**config.mk**
```make
export PLATFORM = sky130hd
export DESIGN_NAME = ivector_req_arbiter
export DESIGN_NICKNAME = d
export VERILOG_FILES = /design/src/rtl/ivector_req_arbiter.sv
export SDC_FILE = /design/constraint.sdc
export NUM_CORES = 1
export LEC_CHECK = 0
export BUFFER_PORTS_ARGS = -buffer_cell sky130_fd_sc_hd__buf_2
export CORE_AREA = 2 2 271 273
export CTS_CLUSTER_SIZE = 20
export DETAILED_ROUTE_END_ITERATION = 16
export DIE_AREA = 0 0 273 275
export PLACE_DENSITY = 0.41
export SYNTH_ARGS = -nofsm -noshare
export SYNTH_HDL_FRONTEND = slang
export SYNTH_SLANG_ARGS = --single-unit
```
**constraint.sdc**
```tcl
create_clock -name CLK -period 4.2 [get_ports CLK]
set_input_delay 0.84 -clock CLK [delete_from_list [all_inputs] [get_ports CLK]]
set_output_delay 0.84 -clock CLK [all_outputs]
set_load 0.02 [all_outputs]
```
**src/rtl/ivector_req_arbiter.sv**
```systemverilog
// ivector_req_arbiter
// Shares one say/heard server channel between NUM_CLIENTS requesters.
// Each client owns a one-entry buffer. Buffers are granted round-robin onto the
// server say channel. The index of each issued client is pushed into an
// in-order tag FIFO. Because the echo path preserves order, the tag FIFO head
// tells us which client each returning heard payload belongs to.
module ivector_req_arbiter #(
    parameter int NUM_CLIENTS = 4,
    parameter int WIDTH       = 96,
    parameter int TAG_DEPTH   = 4
) (
    input  logic                             CLK,
    input  logic                             nRST,
    input  logic [NUM_CLIENTS-1:0]           cl_say__ENA,
    input  logic [NUM_CLIENTS*WIDTH-1:0]     cl_say_v,
    output logic [NUM_CLIENTS-1:0]           cl_say__RDY,
    output logic                             srv_say__ENA,
    output logic [WIDTH-1:0]                 srv_say_v,
    input  logic                             srv_say__RDY,
    input  logic                             srv_heard__ENA,
    input  logic [WIDTH-1:0]                 srv_heard_v,
    output logic                             srv_heard__RDY,
    output logic [NUM_CLIENTS-1:0]           cl_heard__ENA,
    output logic [WIDTH-1:0]                 cl_heard_v,
    input  logic [NUM_CLIENTS-1:0]           cl_heard__RDY,
    output logic [$clog2(TAG_DEPTH+1)-1:0]   inflight,
    output logic                             err_unexp
);

    localparam int IDXW = $clog2(NUM_CLIENTS);
    localparam int TAGW = (TAG_DEPTH > 1) ? $clog2(TAG_DEPTH) : 1;
    localparam int CNTW = $clog2(TAG_DEPTH + 1);

    logic [NUM_CLIENTS-1:0] bvalid;
    logic [WIDTH-1:0]       bdata [NUM_CLIENTS];
    logic [IDXW-1:0]        ptr;

    logic [IDXW-1:0]        tags [TAG_DEPTH];
    logic [TAGW-1:0]        wr_ptr;
    logic [TAGW-1:0]        rd_ptr;
    logic [CNTW-1:0]        count;
    logic                   err_q;

    logic                   found;
    logic [IDXW-1:0]        winner;
    logic                   issue;
    logic                   pop;
    logic [IDXW-1:0]        head;
    logic [NUM_CLIENTS-1:0] accept;

    // Round-robin search: first valid buffer at or after ptr, wrapping.
    always_comb begin
        int              idx;
        logic [IDXW-1:0] cand;
        found  = 1'b0;
        winner = '0;
        idx    = 0;
        cand   = '0;
        for (int k = 0; k < NUM_CLIENTS; k++) begin
            idx = int'(ptr) + k;
            if (idx >= NUM_CLIENTS) begin
                idx = idx - NUM_CLIENTS;
            end
            cand = IDXW'(idx);
            if (!found && bvalid[cand]) begin
                found  = 1'b1;
                winner = cand;
            end
        end
    end

    // Full tag FIFO blocks issue even when a pop happens this same cycle,
    // so issue only looks at the registered count.
    assign issue        = nRST && found && srv_say__RDY && (count < CNTW'(TAG_DEPTH));
    assign srv_say__ENA = issue;
    assign srv_say_v    = bdata[winner];

    // Guards are forced low during reset so nothing handshakes while nRST is low.
    assign cl_say__RDY  = nRST ? ~bvalid : '0;
    assign accept       = cl_say__ENA & cl_say__RDY;

    assign head           = tags[rd_ptr];
    assign srv_heard__RDY = nRST && (count != '0) && cl_heard__RDY[head];
    assign pop            = srv_heard__ENA && srv_heard__RDY;
    assign cl_heard_v     = srv_heard_v;
    assign inflight       = count;
    assign err_unexp      = err_q;

    // Route the heard enable to the client at the tag FIFO head.
    always_comb begin
        cl_heard__ENA = '0;
        if (pop) begin
            cl_heard__ENA[head] = 1'b1;
        end
    end

    // Buffer valid flags and round-robin pointer.
    always_ff @(posedge CLK or negedge nRST) begin
        if (!nRST) begin
            bvalid <= '0;
            ptr    <= '0;
        end else begin
            for (int i = 0; i < NUM_CLIENTS; i++) begin
                if (accept[i]) begin
                    bvalid[i] <= 1'b1;
                end else if (issue && (winner == IDXW'(i))) begin
                    bvalid[i] <= 1'b0;
                end
            end
            if (issue) begin
                ptr <= (winner == IDXW'(NUM_CLIENTS - 1)) ? '0 : winner + 1'b1;
            end
        end
    end

    // Buffer payload storage; contents are meaningless while the valid flag is low.
    always_ff @(posedge CLK) begin
        for (int i = 0; i < NUM_CLIENTS; i++) begin
            if (accept[i]) begin
                bdata[i] <= cl_say_v[i*WIDTH +: WIDTH];
            end
        end
    end

    // Tag FIFO storage, written with the winning client index on issue.
    always_ff @(posedge CLK) begin
        if (issue) begin
            tags[wr_ptr] <= winner;
        end
    end

    // Tag FIFO pointers, occupancy and sticky unexpected-heard flag.
    always_ff @(posedge CLK or negedge nRST) begin
        if (!nRST) begin
            wr_ptr <= '0;
            rd_ptr <= '0;
            count  <= '0;
            err_q  <= 1'b0;
        end else begin
            if (issue) begin
                wr_ptr <= (wr_ptr == TAGW'(TAG_DEPTH - 1)) ? '0 : wr_ptr + 1'b1;
            end
            if (pop) begin
                rd_ptr <= (rd_ptr == TAGW'(TAG_DEPTH - 1)) ? '0 : rd_ptr + 1'b1;
            end
            case ({issue, pop})
                2'b10:   count <= count + 1'b1;
                2'b01:   count <= count - 1'b1;
                default: count <= count;
            endcase
            if (srv_heard__ENA && (count == '0)) begin
                err_q <= 1'b1;
            end
        end
    end

endmodule

```
==> impl_metrics.tcl, run 1 <==
set metrics [dict create \
    synth.most_common_cell "nand2_1" \
    fin_skew_ns 0.0209 \
    setup-violations-final 0 \
    htreeDepth 2 \
    synthMuxAreaShare 0.00902 \
    final-hold-violation-count 0 \
    synthArstFlopShare 0.0345 \
    synth_edf_count 392 \
    min_path_type "in2async" \
    io_pins 698 \
    synth_fa_ha_area_frac 0.00879 \
    crit_path_start_kind "flop" \
    grt_usage 0.162 \
    die_w_microns 273 \
    synth_common_cells "nand2_1, edfxtp_1, buf_4" \
    cap_violations 0 \
    routed_wirelength_microns 63700 \
    gp_congestion 0.800 \
    crit_required_ns 3.36 \
    ys.flop_type "edfxtp_1" \
    worstReg2RegEnd "inflight[2]" \
    yosysTopAreaCellShare 0.713 \
    worstMarginPinSlew_ns 0.814 \
    grt_pass1_wl_microns 87000 \
    slew_violations 0 \
    cts_setup_buffers 0 \
    cp_top_family "compound AO/OA/AOI/OAI gates" \
    status "completed" \
    cts_hold_buf 0 \
    drive_above_1_share 0.361 \
    wire_per_inst_microns 24.0 \
    start_util 0.228 \
    endpoint_kind "output pin" \
    arrival_ns 3.15 \
    rsz0062_at_grt "false" \
    critPathMaxFanout 129 \
    path_buf_inv 2 \
    ys_seq_area_frac 0.734 \
    syn_avg_cell_area_sq_um 13.3 \
    syn-cell-area_sq_mm 0.0165 \
    dr.pass1.iters 5 \
    design.core.area_sq_mm 0.0723 \
    cts_resized 0 \
    yosys_warnings 0 \
    ant_nets 0 \
    fmax_mhz 250 \
    cpPeakStageDelay_ns 0.45 \
    port-buffer-count 505 \
    dp_hpwl_microns 44400 \
    synth_compound_area_frac 0.0437 \
    grt_overflow_total 0 \
    synth.ff_latch_count 406 \
    synth_top_area_cell "edfxtp_1" \
    r2r-start "rd_ptr[1]" \
    antenna_found_initial 20 \
    synthSimpleGateAreaFrac 0.138 \
    grt_start_max_net_pins 130 \
    num_rows 99 \
    vias 11400 \
    final_util 0.293 \
    clock_sinks 406 \
    synth_nets 1744 \
    cellLeakagePower_nw 8.45 \
    insertion_delay_ns 0.60 \
    synthCells 1241 \
    cts_buffers 49 \
    path_clk_slew_ns 0.06 \
    fin_nets 2160 \
    syn_to_final_growth_pct 28.5 \
    tns_ns 0 \
    fin_crit_sh 0.951 \
    avgViaCountPerCell 4.30 \
    fin_crit_ns 3.99 \
    worstSetupPathType "reg2out" \
    synth.distinct_cells 41 \
    drt_iter0_markers 625 \
    path_cells "a21boi_0, o221a_4, buf_12, nand2_1, and3_1, a31oi_1, buf_2" \
    synth_xor_area_frac 0.00159 \
    power_density_mw_per_mm2 854 \
    vdd.ir_drop.worst_v 0.000828 \
    cts_tree "done" \
    cpMaxStageDelayCell "dfrtp_1" \
    die_area_sq_mm 0.0751 \
    reg2regPathDepth 11 \
    slew_headroom 0.457 \
    clockBufferDepth 3 \
    root_buffer "clkbuf_16" \
    synth.top_cells.by_area "edfxtp_1, nand2_1, buf_4, a31oi_1, and3_1" \
    reg2reg_setup_slack_ns 1.25 \
    grt_pass1_vias 11800 \
    drc 0 \
    synth_top_family_by_area "simple AND/OR/NAND/NOR gates" \
    die_h_microns 275 \
]
## layout make-up
type                       instances  area [sq um]
clock buffer                      61          1270
timing repair buffer             528          2880
antenna                            4          10.0
multi-input combinational        660          3360
clock inverter                    25           314
sequential                       406         12100
fill                            7482         51100
inverter                          12          55.1
tap                              959          1200
## how the worst max path moves through the flow
stage | startpoint | to | slack (ns) | cells after the start
detailed placement | ptr[1] | srv_say_v[77] | 0.67 | 9
floorplan | nRST | bdata[0][0] | 0.21 | 2
global placement | ptr[1] | srv_say_v[29] | 0.71 | 9
finish | bvalid[1] | srv_say_v[45] | 0.21 | 7
CTS | ptr[1] | srv_say_v[77] | 0.02 | 9
global route | ptr[1] | srv_say_v[77] | 0.01 | 9
## sequential cells by signal (all words and copies together), names as in the netlist
| register | cells |
|---|---|
| bdata | 384 |
| rd_ptr | 2 |
| inflight | 3 |
| wr_ptr | 2 |
| tags | 8 |
| bvalid | 4 |
| ptr | 2 |
| err_unexp | 1 |
## worst reg2reg max path: cells and delay by family, from the launching register on
family                   cells  cell delay (ns)
AND/OR/NAND/NOR              4             1.07
flip-flops                   1             0.53
adder cells (fa/ha/maj)      2             0.53
multiplexers                 1             0.35
XOR/XNOR                     2             0.30
buffers and inverters        2             0.12
## through the flow
stage	power [mW]	area, sq um	hold slack, ns	cells	setup WS, ns
after floorplan	10.6	16500	0.495	1241	0.210
after global placement	14.2	19600	0.439	2565	0.715
after detailed placement	14.2	19600	0.446	2565	0.672
after CTS	18.6	21200	0.188	2651	0.0169
after global routing	19.3	21200	0.228	2655	0.0108
final	18.1	21200	0.235	2655	0.206
## layer usage
metal  part of all wire  GRT usage  vias to the layer above
met3              0.072     0.0451                      195
met1               0.36      0.175                     5564
met4              0.053     0.0880                       22
met5             0.0019          0                        -
li1                   -          -                     5186
met2               0.51      0.288                      456
## cell usage in the layout, fill, tap and decap left out, types with 7 or more instances in the layout
master,Yosys,routed
buf_2,23,505
nand2_1,393,393
edfxtp_1,392,392
and3_1,96,96
a31oi_1,96,96
clkbuf_16,0,49
dfrtp_1,14,14
buf_12,0,14
clkbuf_1,41,12
inv_1,10,10
ha_1,10,10
buf_4,97,9
a21o_1,7,7
clkinv_1,0,7
## logic make-up (layout without fill, tap and decap cells)
group | count (synthesis) | in the layout
AND/OR/NAND/NOR | 521 | 521
flip-flops | 406 | 406
buffers and inverters | 175 | 626
AO/OA/AOI/OAI | 114 | 114
adder cells (fa/ha/maj) | 11 | 11
multiplexers | 11 | 11
XOR/XNOR | 3 | 3
other | 0 | 4
## power breakdown
group	switching, mW	leakage, nW	internal, mW
combinational	6.05	3.96	2.72
clock	1.72	0.761	2.51
sequential	0.187	3.73	4.93
total	7.95	8.45	10.2
(Power assumes the default switching activity.)
==> run 2, diff against run 1 <==
PLACE_DENSITY = default   (was 0.41)
==> run 2 against run 1 <==
  * Cell count rose by 0.19%
  * Clock skew shrank 0.0054 ns
  * Power shrank 0.99%
  * First-iteration DRC count up 36%
  * Sequential cell count unchanged
  * Sequential power about the same
  * Critical path depth increased by 1
  * Hold slack better by 0.013 ns
  * Via count is 1.7% higher
  * Design area barely moved
==> impl_metrics.tcl, run 2 (same netlist as run 1, synthesis figures left out) <==
set metrics [dict create \
    status "completed" \
    reg2regPathDepth 11 \
    tns_ns 0 \
    final-hold-violation-count 0 \
    cpPeakStageDelay_ns 0.47 \
    endpoint_kind "output pin" \
    rsz0062_at_grt "false" \
    htreeDepth 2 \
    port-buffer-count 505 \
    grt_pass1_vias 11900 \
    vdd.ir_drop.worst_v 0.000699 \
    grt_start_max_net_pins 113 \
    r2r-start "rd_ptr[1]" \
    insertion_delay_ns 0.56 \
    cellLeakagePower_nw 8.44 \
    timing.final.ws_setup_ns 0.122 \
    p_total_mw 17.9 \
    dp_hpwl_microns 41200 \
    routedLengthMet1_microns 20800 \
    avgViaCountPerCell 4.37 \
    layout_common_cells "buf_2, nand2_1, edfxtp_1, and3_1, a31oi_1" \
    root_buffer "clkbuf_16" \
    route.met3.wl_microns 5050 \
    startpoint "ptr[1]" \
    drt_iter0_markers 848 \
    cts_tree "done" \
    crit_path_start_kind "flop" \
    cts_buffers 46 \
    path_cells "mux2_1, o221a_4, inv_8, buf_12, nand2_1, and3_1, a31oi_1, buf_2" \
    fin_crit_ns 4.08 \
    power_density_mw_per_mm2 846 \
    num_rows 99 \
    cpMaxStageDelayCell "dfrtp_1" \
    clockBufferDepth 3 \
    arrival_ns 3.24 \
    cap_violations 0 \
    drive_above_1_share 0.363 \
    placed_area_sq_mm 0.0196 \
    final_common_cell "buf_2" \
    drc 0 \
    cts_setup_buffers 0 \
    routed_wirelength_microns 58700 \
    fin_crit_sh 0.971 \
    die_w_microns 273 \
    preCtsSetupSlack_ns 0.614 \
    path_clk_slew_ns 0.06 \
    reg2reg_setup_slack_ns 1.24 \
    io_pins 698 \
    die_h_microns 275 \
    worstSetupPathType "reg2out" \
    largest_reg_flops 384 \
    slew_headroom 0.520 \
    dr.pass1.iters 5 \
    fmax_mhz 245 \
    cp_top_family "buffers and inverters" \
    worstReg2RegEnd "inflight[2]" \
    vias 11600 \
    top_regs "bdata x384, tags x8, bvalid x4" \
    grt_pass1_wl_microns 80300 \
    wl_met2_microns 29400 \
    critPathMaxFanout 48 \
    antenna_found_initial 20 \
    design.core.area_sq_mm 0.0723 \
    gp_congestion 0.949 \
    fin_nets 2157 \
    clock_sinks 406 \
    grt_usage 0.146 \
    grt_overflow_total 0 \
    syn_to_final_growth_pct 28.4 \
    path_buf_inv 3 \
    cts_hold_buf 0 \
    crit_required_ns 3.36 \
    setup-violations-final 0 \
    wire_per_inst_microns 22.1 \
    top_register "bdata" \
    finish.instance_area_sq_mm 0.0212 \
    cp-endpoint "srv_say_v[45]" \
    slew_violations 0 \
    fin_skew_ns 0.0155 \
    die_area_sq_mm 0.0751 \
    worstMarginPinSlew_ns 0.720 \
    start_util 0.228 \
    cp_num_cells 8 \
    ant_nets 0 \
    routed.top_layer "met5" \
    min_path_type "in2async" \
]
## run 2: changes by cell type in the layout (fill, tap and decap cells not counted), sizes merged
cell | previous run | this run
diode | 4 | 14
clkbuf | 61 | 59
clkinvlp | 3 | 1
buf | 528 | 527
bufinv | 6 | 5
clkinv | 15 | 16
## run 2: through the flow
stage,utilization,hold WS (ns),cells
floorplan,-,0.495,1241
global placement,0.271,0.447,2564
detailed placement,0.271,0.454,2564
CTS,0.292,0.213,2645
global route,0.293,0.243,2658
finish,0.293,0.248,2660
## run 2: power breakdown
group	internal (mW)	switching [mW]	total [mW]
logic	2.74	5.99	8.74
clock network	2.43	1.65	4.07
registers	4.93	0.193	5.12
total	10.1	7.84	17.9
## run 2: metal layers
metal  up-vias  track usage
li1       5195            -
met1      5635        0.160
met2       598        0.249
met3       184       0.0395
met4        10       0.0932
met5         -      0.00251
## run 2: what timing repair did
action,CTS,global route
gates resized for setup,1,2
hold endpoints to repair,0,0
cloned,0,1
setup endpoints to repair,1,1
## run 2: worst min path at each step
stage | end | cells past startpoint
2_1_floorplan | bvalid[2] | 1
3_3_place_gp | err_unexp | 1
3_5_place_dp | err_unexp | 1
4_1_cts | inflight[2] | 2
5_1_grt | inflight[2] | 2
6_report | inflight[2] | 2
## run 2: layout make-up
class                      count  area, sq um
fill                        7441        51200
sequential                   406        12100
multi-input combinational    660         3360
timing repair buffer         528         2890
clock buffer                  58         1260
tap                          959         1200
clock inverter                23          267
inverter                      12         55.1
antenna                       14         35.0
==> run 3, diff against run 2 <==
clock period = 3.45 ns   (was 4.2 ns; I/O delays follow)
==> run 3 against run 2 <==
  * The flow now finishes with violations (negative setup slack)
  * Clock skew is 0.0085 ns higher
  * Register-to-register slack worse by 0.83 ns
  * Setup slack worse by 0.14 ns
  * Highest routed layer unchanged
==> impl_metrics.tcl, run 3 (same netlist as run 1, synthesis figures left out) <==
set metrics [dict create \
    timing.final.ws_setup_ns -0.0153 \
    fin_crit_sh 1.00 \
    worstSetupPathType "reg2out" \
    rsz0062_at_grt "true" \
    vdd.ir_drop.worst_v 0.000688 \
    arrival_ns 2.78 \
    ant_nets 0 \
    top_register "bdata" \
    cts_hold_buf 0 \
    grt_start_max_net_pins 58 \
    fin_crit_ns 3.47 \
    top_regs "bdata x384, tags x8, bvalid x4" \
    gp_congestion 0.876 \
    antenna_found_initial 13 \
    crit_path_start_kind "flop" \
    io_pins 698 \
    wire_per_inst_microns 24.7 \
    cts_buffers 48 \
    regArea_sq_mm 0.0121 \
    clock_sinks 406 \
    tns_ns -0.0272 \
    design.core.area_sq_mm 0.0723 \
    status "finished with violations" \
    drc 0 \
    dr.pass1.iters 6 \
    power_density_mw_per_mm2 1180 \
    final_common_cell "buf_2" \
    htreeDepth 2 \
    critPathMaxFanout 9 \
    cellLeakagePower_nw 9.19 \
    worstMarginPinSlew_ns 0.585 \
    insertion_delay_ns 0.58 \
    dp_hpwl_microns 43000 \
    setup-violations-final 2 \
    grt_usage 0.165 \
    dp.cells 2577 \
    largest_reg_flops 384 \
    preCtsSetupSlack_ns 0.354 \
    die_w_microns 273 \
    slew_headroom 0.610 \
    final-hold-violation-count 0 \
    multi_input_area_sq_mm 0.00397 \
    fin_skew_ns 0.0240 \
    port-buffer-count 505 \
    root_buffer "clkbuf_16" \
    p_total_mw 27.4 \
    syn_to_final_growth_pct 40.5 \
    drt_iter0_markers 747 \
    die_area_sq_mm 0.0751 \
    die_h_microns 275 \
    layout_common_cells "buf_2, edfxtp_1, nand2_1, buf_4, and3_1" \
    fmax_mhz 289 \
    slew_violations 0 \
    cts_tree "done" \
    num_rows 99 \
    vias 12100 \
    whs_ns 0.0754 \
    start_util 0.228 \
    crit_required_ns 2.76 \
    grt_pass1_vias 12100 \
    violations "negative setup slack" \
    grt_pass1_wl_microns 89000 \
    path_clk_slew_ns 0.06 \
    cap_violations 0 \
    avgViaCountPerCell 4.46 \
    fin_nets 2214 \
    grt_overflow_total 0 \
    min_path_type "in2async" \
    clockBufferDepth 3 \
    drive_above_1_share 0.439 \
    endpoint_kind "output pin" \
    fin_cells 2713 \
    fillers 7256 \
    routed_wirelength_microns 66900 \
]
[run 3: what timing repair did]
item                       in CTS  in global routing
cloned                         12                 10
setup endpoints to repair      95                 94
gates resized for setup        75                178
hold endpoints to repair        0                  0
setup buffers                  12                 10
pin swaps                       7                 55
[run 3: metrics by stage]
step | utilization | area [sq um]
floorplan | - | 16500
global placement | 0.273 | 19700
finish | 0.321 | 23200
detailed placement | 0.273 | 19700
global route | 0.320 | 23200
CTS | 0.306 | 22100
[run 3: power breakdown]
part | switching [mW] | internal [mW]
logic | 9.10 | 6.62
clock network | 2.12 | 3.28
registers | 0.246 | 6.00
[run 3: path summary, 6_finish.rpt]
| kind | startpoint | to | slack [ns] | cells after the start |
|---|---|---|---|---|
| setup / recovery | ptr[1] | srv_say_v[58] | -0.02 | 9 |
| hold / removal | nRST | rd_ptr[0] | 0.08 | 2 |
| setup reg to reg | rd_ptr[1] | inflight[2] | 0.41 | 11 |
| hold reg to reg | err_unexp | err_unexp | 0.46 | 1 |
| max in group asynchronous | nRST | bvalid[1] | 3.15 | 2 |
| min in group CLK | cl_say_v[310] | bdata[3][22] | 0.28 | 1 |
[run 3: worst max-delay path, stage by stage (launching register included)]
cell,delay [ns]
dfrtp_2,0.45
mux2_4,0.31
o221a_4,0.35
inv_12,0.15
buf_16,0.17
clkbuf_16,0.17
nand2_1,0.05
and3_1,0.16
a31oi_1,0.17
buf_4,0.17
[run 3: cell type report]
| type | instances | area share |
|---|---|---|
| tap | 959 | 0.0517 |
| clock buffer | 56 | 0.0540 |
| timing repair inverter | 1 | 0.000701 |
| inverter | 12 | 0.00259 |
| multi-input combinational | 660 | 0.171 |
| sequential | 406 | 0.523 |
| antenna | 4 | 0.000432 |
| clock inverter | 33 | 0.0176 |
| timing repair buffer | 582 | 0.179 |
[run 3: routing by layer]
metal | global-route usage | wire length [microns] | up-vias
met3 | 0.0430 | 5460 | 193
met4 | 0.0876 | 3830 | 20
met2 | 0.279 | 32700 | 603
met5 | 0 | 126 | -
met1 | 0.193 | 24800 | 5966
li1 | - | - | 5319
